--- config.mk ---
export PLATFORM = sky130hd
export DESIGN_NAME = bus_copy_master_flat
export DESIGN_NICKNAME = d
export VERILOG_FILES = /design/src/rtl/bus_copy_master_if.sv /design/src/rtl/bus_copy_master.sv /design/src/flat_wrapper.sv
export SDC_FILE = /design/constraint.sdc
export NUM_CORES = 1
export LEC_CHECK = 0
export ABC_CLOCK_PERIOD_IN_PS = 2200
export CAP_MARGIN = 40
export CORE_MARGIN = 2
export CORE_UTILIZATION = 44
export CTS_CLUSTER_SIZE = 12
export DETAILED_ROUTE_END_ITERATION = 12
export GPL_TIMING_DRIVEN = 0
export PLACE_DENSITY = 0.77
export SYNTH_ARGS = -nofsm -noshare
export SYNTH_HDL_FRONTEND = slang
export SYNTH_SLANG_ARGS = --single-unit
--- constraint.sdc ---
create_clock -name Clock -period 2.2 [get_ports Clock]
set_input_delay 0.22 -clock Clock [delete_from_list [all_inputs] [get_ports Clock]]
set_output_delay 0.22 -clock Clock [all_outputs]
set_load 0.01 [all_outputs]
--- src/rtl/bus_copy_master_if.sv ---
// Bus: HighRisc data bus connection. Master drives address/write side,
// slave returns read data one cycle after the address.
interface Bus #(
  parameter int AddressWidth = 16,
  parameter int DataWidth    = 16
);
  logic [AddressWidth-1:0] Address;
  logic [DataWidth-1:0]    WriteData;
  logic                    WriteEnable;
  logic [DataWidth-1:0]    ReadData;

  modport Master (
    output Address,
    output WriteData,
    output WriteEnable,
    input  ReadData
  );

  modport Slave (
    input  Address,
    input  WriteData,
    input  WriteEnable,
    output ReadData
  );
endinterface

--- src/rtl/bus_copy_master.sv ---
// bus_copy_master: bus-master DMA engine that copies a run of words
// between address ranges or fills a range with a constant value.
module bus_copy_master #(
  parameter int AddressWidth = 16,
  parameter int DataWidth    = 16
) (
  input  logic                    Clock,
  input  logic                    Reset,
  Bus.Master                      TheBus,
  input  logic                    Start,
  input  logic                    Mode,
  input  logic [AddressWidth-1:0] SrcAddr,
  input  logic [AddressWidth-1:0] DstAddr,
  input  logic [15:0]             Length,
  input  logic [DataWidth-1:0]    FillValue,
  input  logic                    Abort,
  input  logic                    BusGrant,
  output logic                    BusReq,
  output logic                    Busy,
  output logic                    Done,
  output logic [15:0]             WordsLeft
);

  typedef enum logic [2:0] {
    S_IDLE,
    S_REQ,
    S_FILL,
    S_READ,
    S_WAIT,
    S_WRITE,
    S_DONE
  } state_e;

  state_e                  state_q, state_d;
  logic                    mode_q, mode_d;
  logic [AddressWidth-1:0] src_q, src_d;
  logic [AddressWidth-1:0] dst_q, dst_d;
  logic [DataWidth-1:0]    fill_q, fill_d;
  logic [DataWidth-1:0]    data_q, data_d;
  logic [15:0]             words_q, words_d;

  always_ff @(posedge Clock or posedge Reset) begin
    if (Reset) begin
      state_q <= S_IDLE;
      mode_q  <= 1'b0;
      src_q   <= '0;
      dst_q   <= '0;
      fill_q  <= '0;
      data_q  <= '0;
      words_q <= '0;
    end else begin
      state_q <= state_d;
      mode_q  <= mode_d;
      src_q   <= src_d;
      dst_q   <= dst_d;
      fill_q  <= fill_d;
      data_q  <= data_d;
      words_q <= words_d;
    end
  end

  always_comb begin
    state_d = state_q;
    mode_d  = mode_q;
    src_d   = src_q;
    dst_d   = dst_q;
    fill_d  = fill_q;
    data_d  = data_q;
    words_d = words_q;
    unique case (state_q)
      S_IDLE: begin
        if (Start) begin
          mode_d  = Mode;
          src_d   = SrcAddr;
          dst_d   = DstAddr;
          fill_d  = FillValue;
          words_d = Length;
          state_d = (Length == 16'd0) ? S_DONE : S_REQ;
        end
      end
      S_REQ: begin
        if (BusGrant)
          state_d = mode_q ? S_FILL : S_READ;
      end
      S_FILL: begin
        if (BusGrant) begin
          dst_d   = dst_q + 1'b1;
          words_d = words_q - 16'd1;
          if (words_q == 16'd1)
            state_d = S_DONE;
        end
      end
      S_READ: begin
        if (BusGrant)
          state_d = S_WAIT;
      end
      // slave already holds the address from READ; no grant needed
      S_WAIT: begin
        data_d  = TheBus.ReadData;
        src_d   = src_q + 1'b1;
        state_d = S_WRITE;
      end
      S_WRITE: begin
        if (BusGrant) begin
          dst_d   = dst_q + 1'b1;
          words_d = words_q - 16'd1;
          state_d = (words_q == 16'd1) ? S_DONE : S_READ;
        end
      end
      S_DONE: state_d = S_IDLE;
      default: state_d = S_IDLE;
    endcase
    if (Abort && state_q != S_IDLE && state_q != S_DONE)
      state_d = S_IDLE;
  end

  always_comb begin
    TheBus.Address     = '0;
    TheBus.WriteData   = '0;
    TheBus.WriteEnable = 1'b0;
    if (BusGrant) begin
      unique case (state_q)
        S_FILL: begin
          TheBus.Address     = dst_q;
          TheBus.WriteData   = fill_q;
          TheBus.WriteEnable = 1'b1;
        end
        S_READ: TheBus.Address = src_q;
        S_WRITE: begin
          TheBus.Address     = dst_q;
          TheBus.WriteData   = data_q;
          TheBus.WriteEnable = 1'b1;
        end
        default: ;
      endcase
    end
    BusReq    = (state_q == S_REQ)  || (state_q == S_FILL) ||
                (state_q == S_READ) || (state_q == S_WAIT) ||
                (state_q == S_WRITE);
    Busy      = (state_q != S_IDLE);
    Done      = (state_q == S_DONE);
    WordsLeft = words_q;
  end

endmodule

--- src/flat_wrapper.sv ---
// flat-port wrapper written by rule: the top's interface ports become plain ports
module bus_copy_master_flat 
#(
  parameter int AddressWidth = 16,
  parameter int DataWidth    = 16
)
  (Clock, Reset, Start, Mode, SrcAddr, DstAddr, Length, FillValue, Abort, BusGrant, BusReq, Busy, Done, WordsLeft, TheBus_Address, TheBus_WriteData, TheBus_WriteEnable, TheBus_ReadData);
  Bus #(.AddressWidth(AddressWidth), .DataWidth(DataWidth)) TheBus_i ();
  input  logic Clock;
  input  logic Reset;
  input  logic Start;
  input  logic Mode;
  input  logic [AddressWidth-1:0] SrcAddr;
  input  logic [AddressWidth-1:0] DstAddr;
  input  logic [15:0] Length;
  input  logic [DataWidth-1:0] FillValue;
  input  logic Abort;
  input  logic BusGrant;
  output logic BusReq;
  output logic Busy;
  output logic Done;
  output logic [15:0] WordsLeft;
  output wire logic [$bits(TheBus_i.Address)-1:0] TheBus_Address;
  output wire logic [$bits(TheBus_i.WriteData)-1:0] TheBus_WriteData;
  output wire logic [$bits(TheBus_i.WriteEnable)-1:0] TheBus_WriteEnable;
  input wire logic [$bits(TheBus_i.ReadData)-1:0] TheBus_ReadData;
  assign TheBus_Address = TheBus_i.Address;
  assign TheBus_WriteData = TheBus_i.WriteData;
  assign TheBus_WriteEnable = TheBus_i.WriteEnable;
  assign TheBus_i.ReadData = TheBus_ReadData;
  bus_copy_master #(.AddressWidth(AddressWidth), .DataWidth(DataWidth)) u_core (.Clock(Clock), .Reset(Reset), .TheBus(TheBus_i), .Start(Start), .Mode(Mode), .SrcAddr(SrcAddr), .DstAddr(DstAddr), .Length(Length), .FillValue(FillValue), .Abort(Abort), .BusGrant(BusGrant), .BusReq(BusReq), .Busy(Busy), .Done(Done), .WordsLeft(WordsLeft));
endmodule
==> results of run 1 <==
## kinds of logic after synthesis
family,count (synthesis),synth area share [%]
muxes,3,0.665
DFF,84,43.0
buffers and inverters,52,4.91
AOI/OAI and AO/OA,177,24.6
and+or+nand+nor,270,25.8
adders and majority gates,4,1.02
## repair_timing
action,CTS,global route
hold buffers,0,0
setup buffers,5,0
pin swaps,2,2
setup endpoints to repair,33,56
gates cloned,0,0
gates resized for setup,83,33
## metrics by stage
stage | hold WS [ns] | util (%) | TNS [ns]
2_1_floorplan | 0.309 | - | 0
4_1_cts | 0.238 | 62.3 | -0.00141
3_3_place_gp | 0.459 | 59.4 | -6.71
3_5_place_dp | 0.464 | 59.8 | -8.07
6_report | 0.240 | 62.2 | 0
5_1_grt | 0.266 | 62.2 | 0
## worst max-delay path: stages (launching register included)
cell and delay, ns:
dfrtp_2 0.46, and3b_2 0.27, o21a_1 0.19, buf_6 0.14, a22o_1 0.23, dlygate4sd2_1 0.28
## layout by cell type, fill, tap and decap left out, types with 3 or more instances in the layout
master	synthesis	layout
nand2_1	135	134
clkdlybuf4s50_1	0	102
dfrtp_1	84	82
nor2_1	52	51
a21oi_1	41	41
o21ai_0	28	28
buf_2	23	25
a22oi_1	25	24
nand3_1	22	22
and3_1	15	14
a22o_1	14	14
dlygate4sd2_1	0	12
clkbuf_2	1	11
buf_4	4	10
clkbuf_8	0	10
nor3_1	10	9
o22ai_1	9	9
clkbuf_1	11	7
o22a_1	7	7
inv_1	7	6
a31oi_1	6	6
nor4_1	6	6
buf_6	0	5
o21ai_1	5	5
o211ai_1	5	5
nand4_1	5	5
clkdlybuf4s15_1	0	5
a211oi_1	4	4
o2bb2ai_1	4	4
ha_1	4	4
nor2_4	3	3
a2bb2oi_1	3	3
o221a_2	3	3
a311oi_1	3	3
a41oi_1	3	3
inv_6	0	3
## layout make-up
cell class / instances / area [um^2]
Fill cell: 961 / 4100
Sequential cell: 84 / 2100
Inverter: 8 / 35.0
Multi-Input combinational cell: 454 / 2600
Clock inverter: 7 / 81.3
Tap cell: 140 / 175
Buffer: 42 / 262
Timing Repair Buffer: 144 / 1370
Clock buffer: 9 / 124
## routing by layer
layer / global-route usage (%) / up-vias / wire [um]
met5: 0 / - / 0
met4: 9.67 / 0 / 305
met3: 5.22 / 27 / 1430
met2: 44.5 / 257 / 7610
met1: 36.5 / 2498 / 6370
li1: - / 2437 / -
## state kept, by name (all words and copies together), names as in the netlist
| signal | cells |
|---|---|
| u_core.dst_q | 16 |
| u_core.state_q | 3 |
| u_core.fill_q | 16 |
| u_core.data_q | 16 |
| u_core.mode_q | 1 |
| u_core.src_q | 16 |
| u_core.WordsLeft | 16 |
## worst max path at each step
stage                                    start                          endpoint  slack (ns)  cells after the start
2_1_floorplan  u_core.WordsLeft[8]$_DFFE_PP0P_  u_core.WordsLeft[14]$_DFFE_PP0P_        0.39                      5
3_3_place_gp     u_core.state_q[1]$_DFFE_PP0P_               TheBus_WriteData[6]       -0.38                      7
3_5_place_dp     u_core.state_q[1]$_DFFE_PP0P_              TheBus_WriteData[14]       -0.47                      7
4_1_cts          u_core.state_q[0]$_DFFE_PP0P_  u_core.WordsLeft[12]$_DFFE_PP0P_      -0.001                      8
5_1_grt          u_core.state_q[1]$_DFFE_PP0P_       u_core.src_q[3]$_DFFE_PP0P_       0.002                      8
6_report         u_core.state_q[0]$_DFFE_PP0P_                 TheBus_Address[4]        0.06                      5
## report_power, final
part | total (mW) | switching, mW | internal, mW
Combinational | 4.22 | 2.34 | 1.89
Sequential | 3.16 | 0.842 | 2.31
Clock | 1.17 | 0.624 | 0.541
==> impl_metrics.env, run 1 <==
export IMPL_worst_setup_path_start_kind="register"
export IMPL_cts_sinks=84
export IMPL_synth_common_cells="135 x nand2_1, 84 x dfrtp_1, 52 x nor2_1, 41 x a21oi_1, 28 x o21ai_0"
export IMPL_synth_distinct_cells=64
export IMPL_critPathCaptureType="primary output"
export IMPL_fmax_mhz=468
export IMPL_pre_cts_slack_ns=-0.468
export IMPL_num_nets_final=833
export IMPL_setup_viol=0
export IMPL_die_area_um2=12000
export IMPL_cp_max_fo=7
export IMPL_rsz0062_at_grt="no"
export IMPL_r2r_start="u_core.state_q[1]$_DFFE_PP0P_"
export IMPL_hpwl_mm=11.7
export IMPL_num_rows=38
export IMPL_ys_seq_area_share_pct=43.0
export IMPL_num_io_pins=138
export IMPL_drv_slew=0
export IMPL_avgSynthCellArea_um2=8.29
export IMPL_gp_congestion=0.912
export IMPL_leakagePower_nw=2.95
export IMPL_clk_pin_slew_ns=0.09
export IMPL_ctsRootBufferMaster="clkbuf_8"
export IMPL_dpl_instance_area_um2=6480
export IMPL_numCtsBuffers=9
export IMPL_ys_top_cells_by_area="dfrtp_1 43%, nand2_1 10%, a21oi_1 4.2%"
export IMPL_grt_pass1_vias=5174
export IMPL_syn_area_um2=4890
export IMPL_htreeDepth=3
export IMPL_total_power_mw=8.54
export IMPL_syn_num_nets=680
export IMPL_stdcell_area_um2=6740
export IMPL_instances_no_fill=888
export IMPL_r2r_end="u_core.dst_q[12]$_DFFE_PP0P_"
export IMPL_synth_flop_cell="dfrtp_1"
export IMPL_grt_max_degree=35
export IMPL_critPathKind="register to primary output"
export IMPL_clock_latency_ns=0.36
export IMPL_cts_buffer_depth=2
export IMPL_synth_top_cell_area_share_pct=43.0
export IMPL_dr_pass1_iters=5
export IMPL_setup_slack_ns=0.0614
export IMPL_antenna_cells=0
export IMPL_fp_dieH_um=109
export IMPL_overflow=0
export IMPL_drv_cap=0
export IMPL_drt_wl_total_mm=15.7
export IMPL_placed_cells=869
export IMPL_drc=0
export IMPL_start_util_pct=45.1
export IMPL_antenna_left=0
export IMPL_period_minus_slack_ns=2.14
export IMPL_cp_required_ns=1.98
export IMPL_powerDensity_nw_per_um2=1270
export IMPL_antenna_found_initial=0
export IMPL_hold_violations=0
export IMPL_vdd_drop_max_uv=497
export IMPL_synth_most_common_cell="nand2_1"
export IMPL_io_buffers=137
export IMPL_cp_data_arrival_time_ns=1.92
export IMPL_synth_seq_cells=84
export IMPL_grt_usage_pct=27.4
export IMPL_hold_path_class="input port to async pin"
export IMPL_grt_pass1_wl_mm=25.6
export IMPL_rr_worst_depth=8
export IMPL_drt_iter0_markers=419
export IMPL_run_status="complete, no violations"
export IMPL_ys_warn_count=0
export IMPL_post_drt_wl_per_cell_um=17.7
export IMPL_core_area_um2=10800
export IMPL_vias=5219
export IMPL_cts_tree="yes"
export IMPL_synth_edf_count=0
export IMPL_synth_top_cell_by_area="dfrtp_1"
export IMPL_drive_gt1_share_pct=13.8
export IMPL_finClkSkew_ns=0.0139
export IMPL_tightest_slew_ns=0.591
export IMPL_syn_to_final_growth_pct=37.8
export IMPL_async_reset_ff_share_pct=100
export IMPL_slew_headroom_pct=60.6
export IMPL_reg2reg_setup_slack_ns=0.15
export IMPL_synthCells=590
export IMPL_fin_crit_sh_pct=97.2
export IMPL_fp_dieW_um=109
export IMPL_viasPerCell=5.88
No activity file was read; power rests on OpenSTA's default activity.
==> inputs of run 2 (changes only) <==
--- a/config.mk
+++ b/config.mk
@@ -7,7 +7,7 @@
 export LEC_CHECK = 0
 export ABC_CLOCK_PERIOD_IN_PS = 2200
 export CAP_MARGIN = 40
-export CORE_MARGIN = 2
+export CORE_MARGIN = 10
 export CORE_UTILIZATION = 44
 export CTS_CLUSTER_SIZE = 12
 export DETAILED_ROUTE_END_ITERATION = 12
==> run 2 against run 1 <==
Compared with the run above: via count about the same; die area up 31%; total power up 0.71%; global-route usage down 6.4 points; final cell count unchanged; highest routed layer unchanged; largest power group unchanged.
==> impl_metrics.env, run 2 (synthesis gave the netlist of run 1 again) <==
export IMPL_run_status="complete, no violations"
export IMPL_grt_pass1_wl_mm=27.7
export IMPL_powerDensity_nw_per_um2=1270
export IMPL_critPathCaptureType="primary output"
export IMPL_slowest_delay_ns=0.38
export IMPL_viasPerCell=5.88
export IMPL_overflow=0
export IMPL_gp_congestion=0.941
export IMPL_fp_dieW_um=125
export IMPL_rsz0062_at_grt="yes"
export IMPL_cts_buffer_depth=2
export IMPL_htreeDepth=3
export IMPL_ctsRootBufferMaster="clkbuf_8"
export IMPL_start_util_pct=45.1
export IMPL_syn_to_final_growth_pct=38.3
export IMPL_drc=0
export IMPL_vdd_drop_max_uv=492
export IMPL_drt_iter0_markers=624
export IMPL_post_drt_wl_per_cell_um=19.2
export IMPL_drive_gt1_share_pct=14.0
export IMPL_fp_dieH_um=125
export IMPL_slew_headroom_pct=53.1
export IMPL_leakagePower_nw=2.94
export IMPL_cp_cell_sequence="buf_6, and3b_2, clkbuf_8, buf_6, a22oi_1, nor2_1, clkdlybuf4s15_2"
export IMPL_total_power_mw=8.60
export IMPL_antenna_cells=0
export IMPL_num_io_pins=138
export IMPL_clock_latency_ns=0.36
export IMPL_clk_pin_slew_ns=0.08
export IMPL_io_buffers=137
export IMPL_core_area_um2=10800
export IMPL_hold_violations=0
export IMPL_critPathKind="register to primary output"
export IMPL_instances_no_fill=888
export IMPL_grt_usage_pct=21.0
export IMPL_die_area_um2=15700
export IMPL_worst_setup_path_start_kind="register"
export IMPL_mostFrequentLayoutCell="nand2_1"
export IMPL_cts_tree="yes"
export IMPL_hpwl_mm=12.9
export IMPL_cts_hold_buf=0
export IMPL_num_nets_final=834
export IMPL_period_minus_slack_ns=2.14
export IMPL_num_rows=38
export IMPL_grt_max_degree=33
export IMPL_cp_data_arrival_time_ns=1.92
export IMPL_final_cell_mix="134 x nand2_1, 104 x clkdlybuf4s50_1, 82 x dfrtp_1"
export IMPL_vias=5223
export IMPL_cts_sinks=84
export IMPL_placed_cells=869
export IMPL_fmax_mhz=467
export IMPL_setup_viol=0
export IMPL_whs_ns=0.308
export IMPL_cp_max_fo=10
export IMPL_drt_wl_total_mm=17.0
export IMPL_grt_pass1_vias=5249
export IMPL_antenna_found_initial=0
export IMPL_tightest_slew_ns=0.702
export IMPL_drv_cap=0
export IMPL_worst_path_most_repeated_cell="buf_6"
export IMPL_dr_pass1_iters=5
export IMPL_cp_required_ns=1.98
export IMPL_drv_slew=0
export IMPL_cp_slowest_cell="dfrtp_1"
export IMPL_hold_path_class="input port to async pin"
export IMPL_finClkSkew_ns=0.00824
export IMPL_fin_tns_setup_ns=0
export IMPL_fin_crit_sh_pct=97.4
export IMPL_numCtsBuffers=9
export IMPL_antenna_left=0
==> run 2: changes by cell type in the layout (fill, tap and decap cells not counted), sizes merged <==
cell	delta
clkbuf	-1
inv	-3
dlymetal6s2s	-2
clkdlybuf4s50	+2
buf	+3
clkinv	-2
clkinvlp	-1
clkdlybuf4s15	+5
dlygate4sd2	-1
==> run 2: path summary, 6_finish.rpt <==
check                                                    from                                to  slack, ns  cells past startpoint
max in group asynchronous                               Reset     u_core.state_q[2]$_DFFE_PP0P_       1.29                      3
worst min register to register   u_core.data_q[2]$_DFFE_PP0P_      u_core.data_q[2]$_DFFE_PP0P_       0.48                      2
min in group Clock                        TheBus_ReadData[13]     u_core.data_q[13]$_DFFE_PP0P_       0.38                      3
worst max-delay path            u_core.state_q[1]$_DFFE_PP0P_               TheBus_WriteData[6]       0.06                      7
worst max register to register  u_core.state_q[1]$_DFFE_PP0P_  u_core.WordsLeft[15]$_DFFE_PP0P_       0.18                      9
worst min-delay path                                    Reset       u_core.dst_q[9]$_DFFE_PP0P_       0.31                      2
==> run 2: per-stage QoR <==
stage | setup WS, ns | cell area (um^2) | utilization [%]
final | 0.0577 | 6770 | 62.4
after detailed placement | -0.463 | 6480 | 59.8
after CTS | 0.00000711 | 6740 | 62.2
after floorplan | 0.386 | 4900 | -
after global placement | -0.435 | 6440 | 59.4
after global routing | -0.00414 | 6770 | 62.4
==> run 2: area by class of cell <==
class	instances	area, um^2
fillers	956	4080
clock inverters	1	30.0
clock buffers	14	173
plain buffers	42	249
multi-input cells	454	2610
repair buffers	145	1390
inverters	8	35.0
well taps	140	175
flip-flops and latches	84	2100
==> run 2: layer usage <==
layer,up-vias,part of all wire (%),GRT usage (%)
met4,0,1.7,7.05
met1,2485,43,27.3
li1,2434,-,-
met3,27,9.2,5.58
met5,-,0,0
met2,277,47,33.0
==> run 2: report_power, final <==
group	total (mW)	internal [mW]	switching, mW
clock network	1.17	0.614	0.558
logic	4.26	1.90	2.36
registers	3.17	2.32	0.857
==> run 2: critical path, delay by kind of cell (launching register included) <==
kind,cells,cell delay [ns]
AOI/OAI and AO/OA,1,0.08
buffers and inverters,4,0.71
DFF,1,0.38
and+or+nand+nor,2,0.39
==> run 2: what timing repair did <==
item / in CTS / in global routing
setup buffers: 6 / 0
endpoints found under the hold margin: 0 / 0
resized for setup: 104 / 14
pin swaps: 0 / 1
setup endpoints to repair: 33 / 55
==> inputs of run 3 (changes only) <==
--- a/config.mk
+++ b/config.mk
@@ -7,7 +7,7 @@
 export LEC_CHECK = 0
 export ABC_CLOCK_PERIOD_IN_PS = 2200
 export CAP_MARGIN = 40
-export CORE_MARGIN = 10
+export CORE_MARGIN = 2
 export CORE_UTILIZATION = 44
 export CTS_CLUSTER_SIZE = 12
 export DETAILED_ROUTE_END_ITERATION = 12
==> results of run 3 <==
The final DEF is identical to that of run 1; final timing and power are the same.
